===== src/rtl/eq_tdm_bank.sv =====
`default_nettype none
// ============================================================================
//  Module   : eq_tdm_bank
//  Purpose  : N-band graphic equaliser. A single time-multiplexed MAC runs
//             BANDS runtime-loadable FIR banks over a shared delay line.
//             Each band result is scaled by its slider gain and summed, and
//             the sum is saturated to one output sample.
//  Revision : 1.0  initial release
// ============================================================================
module eq_tdm_bank #(
    parameter int DATA_W = 16,
    parameter int COEF_W = 16,
    parameter int TAPS   = 15,
    parameter int BANDS  = 8,
    parameter int GAIN_W = 5
) (
    input  logic                             clk,
    input  logic                             rst,
    input  logic                             in_valid,
    output logic                             in_ready,
    input  logic signed [DATA_W-1:0]         in_data,
    input  logic                             bypass,
    input  logic [BANDS*GAIN_W-1:0]          gain,
    input  logic                             coef_we,
    input  logic [((BANDS > 1) ? $clog2(BANDS) : 1)-1:0] coef_band,
    input  logic [((TAPS  > 1) ? $clog2(TAPS)  : 1)-1:0] coef_tap,
    input  logic signed [COEF_W-1:0]         coef_wdata,
    output logic                             coef_drop,
    output logic                             out_valid,
    output logic signed [DATA_W-1:0]         out_data
);

    localparam int BAND_W    = (BANDS > 1) ? $clog2(BANDS) : 1;
    localparam int TAP_W     = (TAPS  > 1) ? $clog2(TAPS)  : 1;
    localparam int PROD_W    = DATA_W + COEF_W;
    localparam int ACC_W     = PROD_W + TAP_W;
    localparam int SCL_W     = DATA_W + GAIN_W + 1;
    localparam int SUM_W     = DATA_W + GAIN_W + BAND_W + 1;
    localparam int GAIN_FRAC = 4;   // gain code 16 is unity

    localparam logic [BAND_W-1:0] C_BAND_LAST = BAND_W'(BANDS - 1);
    localparam logic [TAP_W-1:0]  C_TAP_LAST  = TAP_W'(TAPS - 1);
    localparam logic signed [DATA_W-1:0] C_MAX = {1'b0, {(DATA_W-1){1'b1}}};
    localparam logic signed [DATA_W-1:0] C_MIN = {1'b1, {(DATA_W-1){1'b0}}};

    typedef enum logic [1:0] {
        S_IDLE  = 2'd0,
        S_MAC   = 2'd1,
        S_SCALE = 2'd2
    } state_t;

    state_t                     state_q;
    logic [BAND_W-1:0]          band_q;
    logic [TAP_W-1:0]           tap_q;
    logic signed [ACC_W-1:0]    acc_q;
    logic signed [SUM_W-1:0]    sum_q;
    logic [BANDS*GAIN_W-1:0]    gain_q;
    logic signed [DATA_W-1:0]   x_q    [TAPS];
    logic signed [COEF_W-1:0]   coef_q [BANDS][TAPS];
    logic                       out_valid_q;
    logic signed [DATA_W-1:0]   out_data_q;
    logic                       coef_drop_q;

    logic                       w_accept;
    logic                       w_coef_ok;
    logic signed [DATA_W-1:0]   w_x;
    logic signed [COEF_W-1:0]   w_h;
    logic signed [PROD_W-1:0]   w_prod;
    logic signed [ACC_W-1:0]    w_acc_d;
    logic signed [ACC_W-1:0]    w_acc_sh;
    logic signed [DATA_W-1:0]   w_band;
    logic [GAIN_W-1:0]          w_gain;
    logic signed [SCL_W-1:0]    w_scl_full;
    logic signed [SCL_W-1:0]    w_scl;
    logic signed [SUM_W-1:0]    w_sum_d;
    logic signed [DATA_W-1:0]   w_out;

    // Clamp a wide signed value into DATA_W bits: in range when every bit
    // from the DATA_W-1 sign position upward agrees.
    function automatic logic signed [DATA_W-1:0] sat_acc(input logic signed [ACC_W-1:0] v);
        logic [ACC_W-DATA_W:0] hi;
        hi = v[ACC_W-1:DATA_W-1];
        if ((&hi) || !(|hi)) return v[DATA_W-1:0];
        else if (v[ACC_W-1]) return C_MIN;
        else                 return C_MAX;
    endfunction

    function automatic logic signed [DATA_W-1:0] sat_sum(input logic signed [SUM_W-1:0] v);
        logic [SUM_W-DATA_W:0] hi;
        hi = v[SUM_W-1:DATA_W-1];
        if ((&hi) || !(|hi)) return v[DATA_W-1:0];
        else if (v[SUM_W-1]) return C_MIN;
        else                 return C_MAX;
    endfunction

    assign in_ready  = (state_q == S_IDLE);
    assign out_valid = out_valid_q;
    assign out_data  = out_data_q;
    assign coef_drop = coef_drop_q;

    assign w_accept  = in_valid && (state_q == S_IDLE);
    // A write is only safe while the MAC is idle and no sample is being taken.
    assign w_coef_ok = coef_we && (state_q == S_IDLE) && !in_valid &&
                       (coef_band <= C_BAND_LAST) && (coef_tap <= C_TAP_LAST);

    // MAC and band scaling datapath for the current band/tap position.
    always_comb begin
        w_x        = x_q[tap_q];
        w_h        = coef_q[band_q][tap_q];
        w_prod     = w_x * w_h;
        w_acc_d    = acc_q + {{(ACC_W-PROD_W){w_prod[PROD_W-1]}}, w_prod};
        w_acc_sh   = acc_q >>> COEF_W;
        w_band     = sat_acc(w_acc_sh);
        w_gain     = gain_q[band_q*GAIN_W +: GAIN_W];
        w_scl_full = w_band * $signed({1'b0, w_gain});
        w_scl      = w_scl_full >>> GAIN_FRAC;
        w_sum_d    = sum_q + {{(SUM_W-SCL_W){w_scl[SCL_W-1]}}, w_scl};
        w_out      = sat_sum(w_sum_d);
    end

    // Frame sequencer: accept, per-band MAC/SCALE passes, output update.
    always_ff @(posedge clk) begin
        if (rst) begin
            state_q     <= S_IDLE;
            band_q      <= '0;
            tap_q       <= '0;
            acc_q       <= '0;
            sum_q       <= '0;
            gain_q      <= '0;
            out_valid_q <= 1'b0;
            out_data_q  <= '0;
            for (int k = 0; k < TAPS; k++) x_q[k] <= '0;
        end else begin
            out_valid_q <= 1'b0;
            case (state_q)
                S_IDLE: begin
                    if (w_accept) begin
                        for (int k = TAPS-1; k > 0; k--) x_q[k] <= x_q[k-1];
                        x_q[0] <= in_data;
                        gain_q <= gain;
                        sum_q  <= '0;
                        acc_q  <= '0;
                        band_q <= '0;
                        tap_q  <= '0;
                        if (bypass) begin
                            out_data_q  <= in_data;
                            out_valid_q <= 1'b1;
                        end else begin
                            state_q <= S_MAC;
                        end
                    end
                end
                S_MAC: begin
                    acc_q <= w_acc_d;
                    if (tap_q == C_TAP_LAST) state_q <= S_SCALE;
                    else                     tap_q   <= tap_q + TAP_W'(1);
                end
                S_SCALE: begin
                    sum_q <= w_sum_d;
                    acc_q <= '0;
                    tap_q <= '0;
                    if (band_q == C_BAND_LAST) begin
                        out_data_q  <= w_out;
                        out_valid_q <= 1'b1;
                        state_q     <= S_IDLE;
                    end else begin
                        band_q  <= band_q + BAND_W'(1);
                        state_q <= S_MAC;
                    end
                end
                default: state_q <= S_IDLE;
            endcase
        end
    end

    // Coefficient store with write-rejection pulse.
    always_ff @(posedge clk) begin
        if (rst) begin
            coef_drop_q <= 1'b0;
            for (int b = 0; b < BANDS; b++)
                for (int k = 0; k < TAPS; k++)
                    coef_q[b][k] <= '0;
        end else begin
            coef_drop_q <= coef_we && !w_coef_ok;
            if (w_coef_ok) coef_q[coef_band][coef_tap] <= coef_wdata;
        end
    end

endmodule
`default_nettype wire


===== config.mk =====
export PLATFORM = sky130hd
export DESIGN_NAME = eq_tdm_bank
export DESIGN_NICKNAME = d
export VERILOG_FILES = /design/src/rtl/eq_tdm_bank.sv
export SDC_FILE = /design/constraint.sdc
export NUM_CORES = 2
export LEC_CHECK = 0
export BUFFER_PORTS_ARGS = -buffer_cell sky130_fd_sc_hd__buf_2
export CORE_MARGIN = 2
export CORE_UTILIZATION = 63
export DETAILED_ROUTE_END_ITERATION = 12
export GPL_ROUTABILITY_DRIVEN = 0
export PLACE_DENSITY = 0.84
export SLEW_MARGIN = 20
export SYNTH_ARGS = -nofsm -noshare
export SYNTH_HDL_FRONTEND = slang
export SYNTH_SLANG_ARGS = --single-unit

===== constraint.sdc =====
create_clock -name clk -period 26.3 [get_ports clk]
set_input_delay 5.26 -clock clk [delete_from_list [all_inputs] [get_ports clk]]
set_output_delay 5.26 -clock clk [all_outputs]
set_load 0.01 [all_outputs]

==> run summary <==
Status -> finished, final reports clean
Post-Syn Nets -> 9098
Hold Crit Depth -> 2
Area share of the largest cell type after synthesis -> 54.36%
Syn Area/Cell -> 14.01 um^2
Top cells by count, synth -> 2160 x edfxtp_1, 2023 x and2_1, 674 x mux4_2, 580 x clkbuf_1, 393 x inv_1
Cell family with most CP delay -> adder cells
Fillers -> 11930
Setup crit end kind -> flip-flop
Post-Synthesis Cell Area -> 119300 um^2
Yosys top cell by area -> edfxtp_1
Worst skew pair latency -> 0.91 ns
Final hold slack -> 0.4528 ns
Worst-margin pin slew -> 1.230 ns
Register area share after synthesis -> 56.62%
Simple-gate area share of the yosys netlist -> 15.06%
Fraction of registers with async set/reset -> 0%
Number of synthesis warnings -> 0
Pleak -> 0.04886 uW
Setup violations, final -> 0
Worst min-delay path startpoint -> gain_q[25]
Wirelength per Cell -> 28.11 um
Cell Rows -> 159
Vias -> 72140
Share of cells above drive strength 1 -> 16.26%
Clock sinks -> 2295
R2r worst-path depth -> 39
Pwr Density -> 81.23 nW/um^2
Root Buffer -> clkbuf_16
Worst-path clk slew -> 0.06 ns
Core Box Area -> 188000 um^2
Synth Register Bits -> 2295
Num CTS Buffers -> 219
Die Ht -> 439.2 um
RSZ-0062 raised after global routing -> no
Initial Utilization -> 63.47%
Max Cap Viol -> 0
Port-buffer cells -> 102
Vias in the first global route -> 73930
Nets -> 8921
Synth cell types -> 77
Area after DPL -> 121700 um^2
Buf/Inv on CP -> 7
Post-synthesis xor/xnor area fraction -> 0.7193%
Post-DRT Antenna Nets -> 0
Mux cell area share after synthesis -> 13.39%
Gate Count Post-Synth -> 8518
HP Class -> reg -> reg
Critical path peak fanout -> 45
Final Hold Fails -> 0
I/O pins -> 103
DRT iter0 DRCs -> 9837
Relative slew margins -> 17.68%
Final WS setup -> 12.52 ns
Longest Clk Path Bufs -> 3
Slew Viols, Final -> 0
Total GRT Usage -> 32.51%
R2R Setup Slk -> 12.52 ns
DRC errors left -> 0
Count of cells resized by post-cts repair -> 0
Vias/cell -> 6.546
Most common cell in the netlist -> edfxtp_1
Critical path's largest stage delay -> 0.85 ns
Area Overhead vs Synth -> 7.924%
Most common cell on crit path -> fa_1
Hold endpoint -> gain_q[25]
Fmax -> 72.59 MHz
Worst slack at placement -> 12.63 ns
Critical path arrival -> 14.54 ns
HPWL after DPL -> 195.7 mm
Die Area -> 192900 um^2
Maximum vdd drop -> 154.8 uV
Slowest CP cell -> buf_4
Largest family of logic cells by synthesized area -> simple AND/OR/NAND/NOR gates
Detailed-router iteration count before antenna repair -> 6
Worst Setup Start Kind -> flip-flop
CTS tree -> yes
Reg-to-Reg End -> acc_q[35]
Top post-synthesis cells by area -> edfxtp_1 54%, mux4_2 13%, and2_1 11%, fa_1 5.3%, dfxtp_1 2.3%
Die X -> 439.2 um
Tmin final -> 13.78 ns
Largest net degree at the start of global routing -> 243
Synth Flop Type -> edfxtp_1
Cell area after layout -> 128800 um^2
Total gr overflow -> 0
Synth Area in Compound Gates -> 3.299%
Initial antenna violation count -> 15
Number of synthesized flops with an enable pin -> 2160
Worst Path Class, Setup -> reg -> reg
Synth Area in Adders -> 7.170%
Final Skew -> 0.05205 ns
# hold bufs at CTS -> 0
Tcrit/Tclk final -> 52.38%
H-Tree Depth -> 4
Total Wirelength -> 309.8 mm
Postcts setup bufs -> 0
Setup TNS -> 0 ns
Worst path required time -> 27.07 ns
First-pass GRT wire length -> 465.3 mm
[sequential cells by signal, indices dropped and copies added, names as in the netlist, 2 cells and up, named ones only]
name and cells:
acc_q 36, sum_q 25, state_q 2, tap_q 4
gain_q 40, band_q 3, out_data 16, coef_q 1920
x_q 240
[report_power, final]
| part | leakage, uW | switching, uW | internal [uW] |
|---|---|---|---|
| Sequential | 0.0234 | 62.0 | 4140 |
| Clock | 0.00340 | 1410 | 1710 |
| Combinational | 0.0220 | 1860 | 1280 |
[placed cells by master (no fill, tap or decap), drive strengths merged, types with 7 or more instances in the layout]
cell      synthesis  routed
a22oi            39      39
fa              313     313
o211ai           17      17
nor3             29      29
o21ai           238     238
diode             0      12
inv             394     407
nand3            28      28
nand2b           32      32
ha              183     183
and2           2023    2023
clkbuf          580     268
o22ai             7       7
o21bai           27      27
clkinvlp          0       8
bufinv            0      14
nor2b            59      59
o21a             15      15
a21oi           157     157
a31oi            20      20
mux4            675     675
nand2           353     353
or3              18      18
mux2             16      16
xor2             26      26
a21o             46      46
a211o             7       7
edfxtp         2160    2160
nor2            303     303
buf             120     302
mux2i            59      59
or2               9       9
a211oi           16      16
clkinv            0      90
dfxtp           135     135
and3            251     251
xnor2            72      72
[layout make-up]
| type | instances | area (um^2) | share of cell area (%) |
|---|---|---|---|
| clock buffers | 268 | 5814 | 4.515 |
| flip-flops and latches | 2295 | 67590 | 52.49 |
| multi-input cells | 5129 | 47440 | 36.84 |
| well taps | 2495 | 3122 | 2.424 |
| diodes | 12 | 30.03 | 0.02332 |
| inverters | 394 | 1486 | 1.154 |
| repair buffers | 302 | 2137 | 1.659 |
| clock inverters | 125 | 1156 | 0.8977 |
[kinds of logic after synthesis]
kind of cell    count (synthesis)
simple gates                 3139
flops                        2295
buf+inv                      1094
mux                           750
compound gates                646
fa+ha+maj                     496
xor+xnor                       98
[worst max-delay path by stage]
| stage | to | cells past startpoint | slack [ns] |
|---|---|---|---|
| final | acc_q[35] | 39 | 12.52 |
| after global routing | acc_q[35] | 39 | 11.55 |
| after CTS | acc_q[35] | 39 | 12.58 |
| after detailed placement | acc_q[35] | 39 | 12.63 |
| after global placement | acc_q[35] | 40 | 12.84 |
| after floorplan | x_q[0][0] | 6 | 14.28 |
[layer usage]
metal  vias up  part of all wire, %  global-route usage (%)
met1     36460                   34                   42.21
li1      30200                    -                       -
met2      4631                   49                   52.73
met4        14                  5.6                   16.48
met5         -                0.043                       0
met3       836                   11                   6.381
[through the flow]
step	power (uW)	util, %	std cells
after floorplan	6639	-	8518
after global placement	7213	64.72	10620
after detailed placement	7340	64.74	10620
after CTS	10440	68.45	11010
after global routing	10980	68.49	11010
final	10460	68.50	11020
[tightest hold or removal path, stage by stage, from the launching register on]
cell     delay [ns]
dfxtp_1        0.30
nand2_1        0.05
a21oi_1        0.05
(Power assumes the default switching activity.)
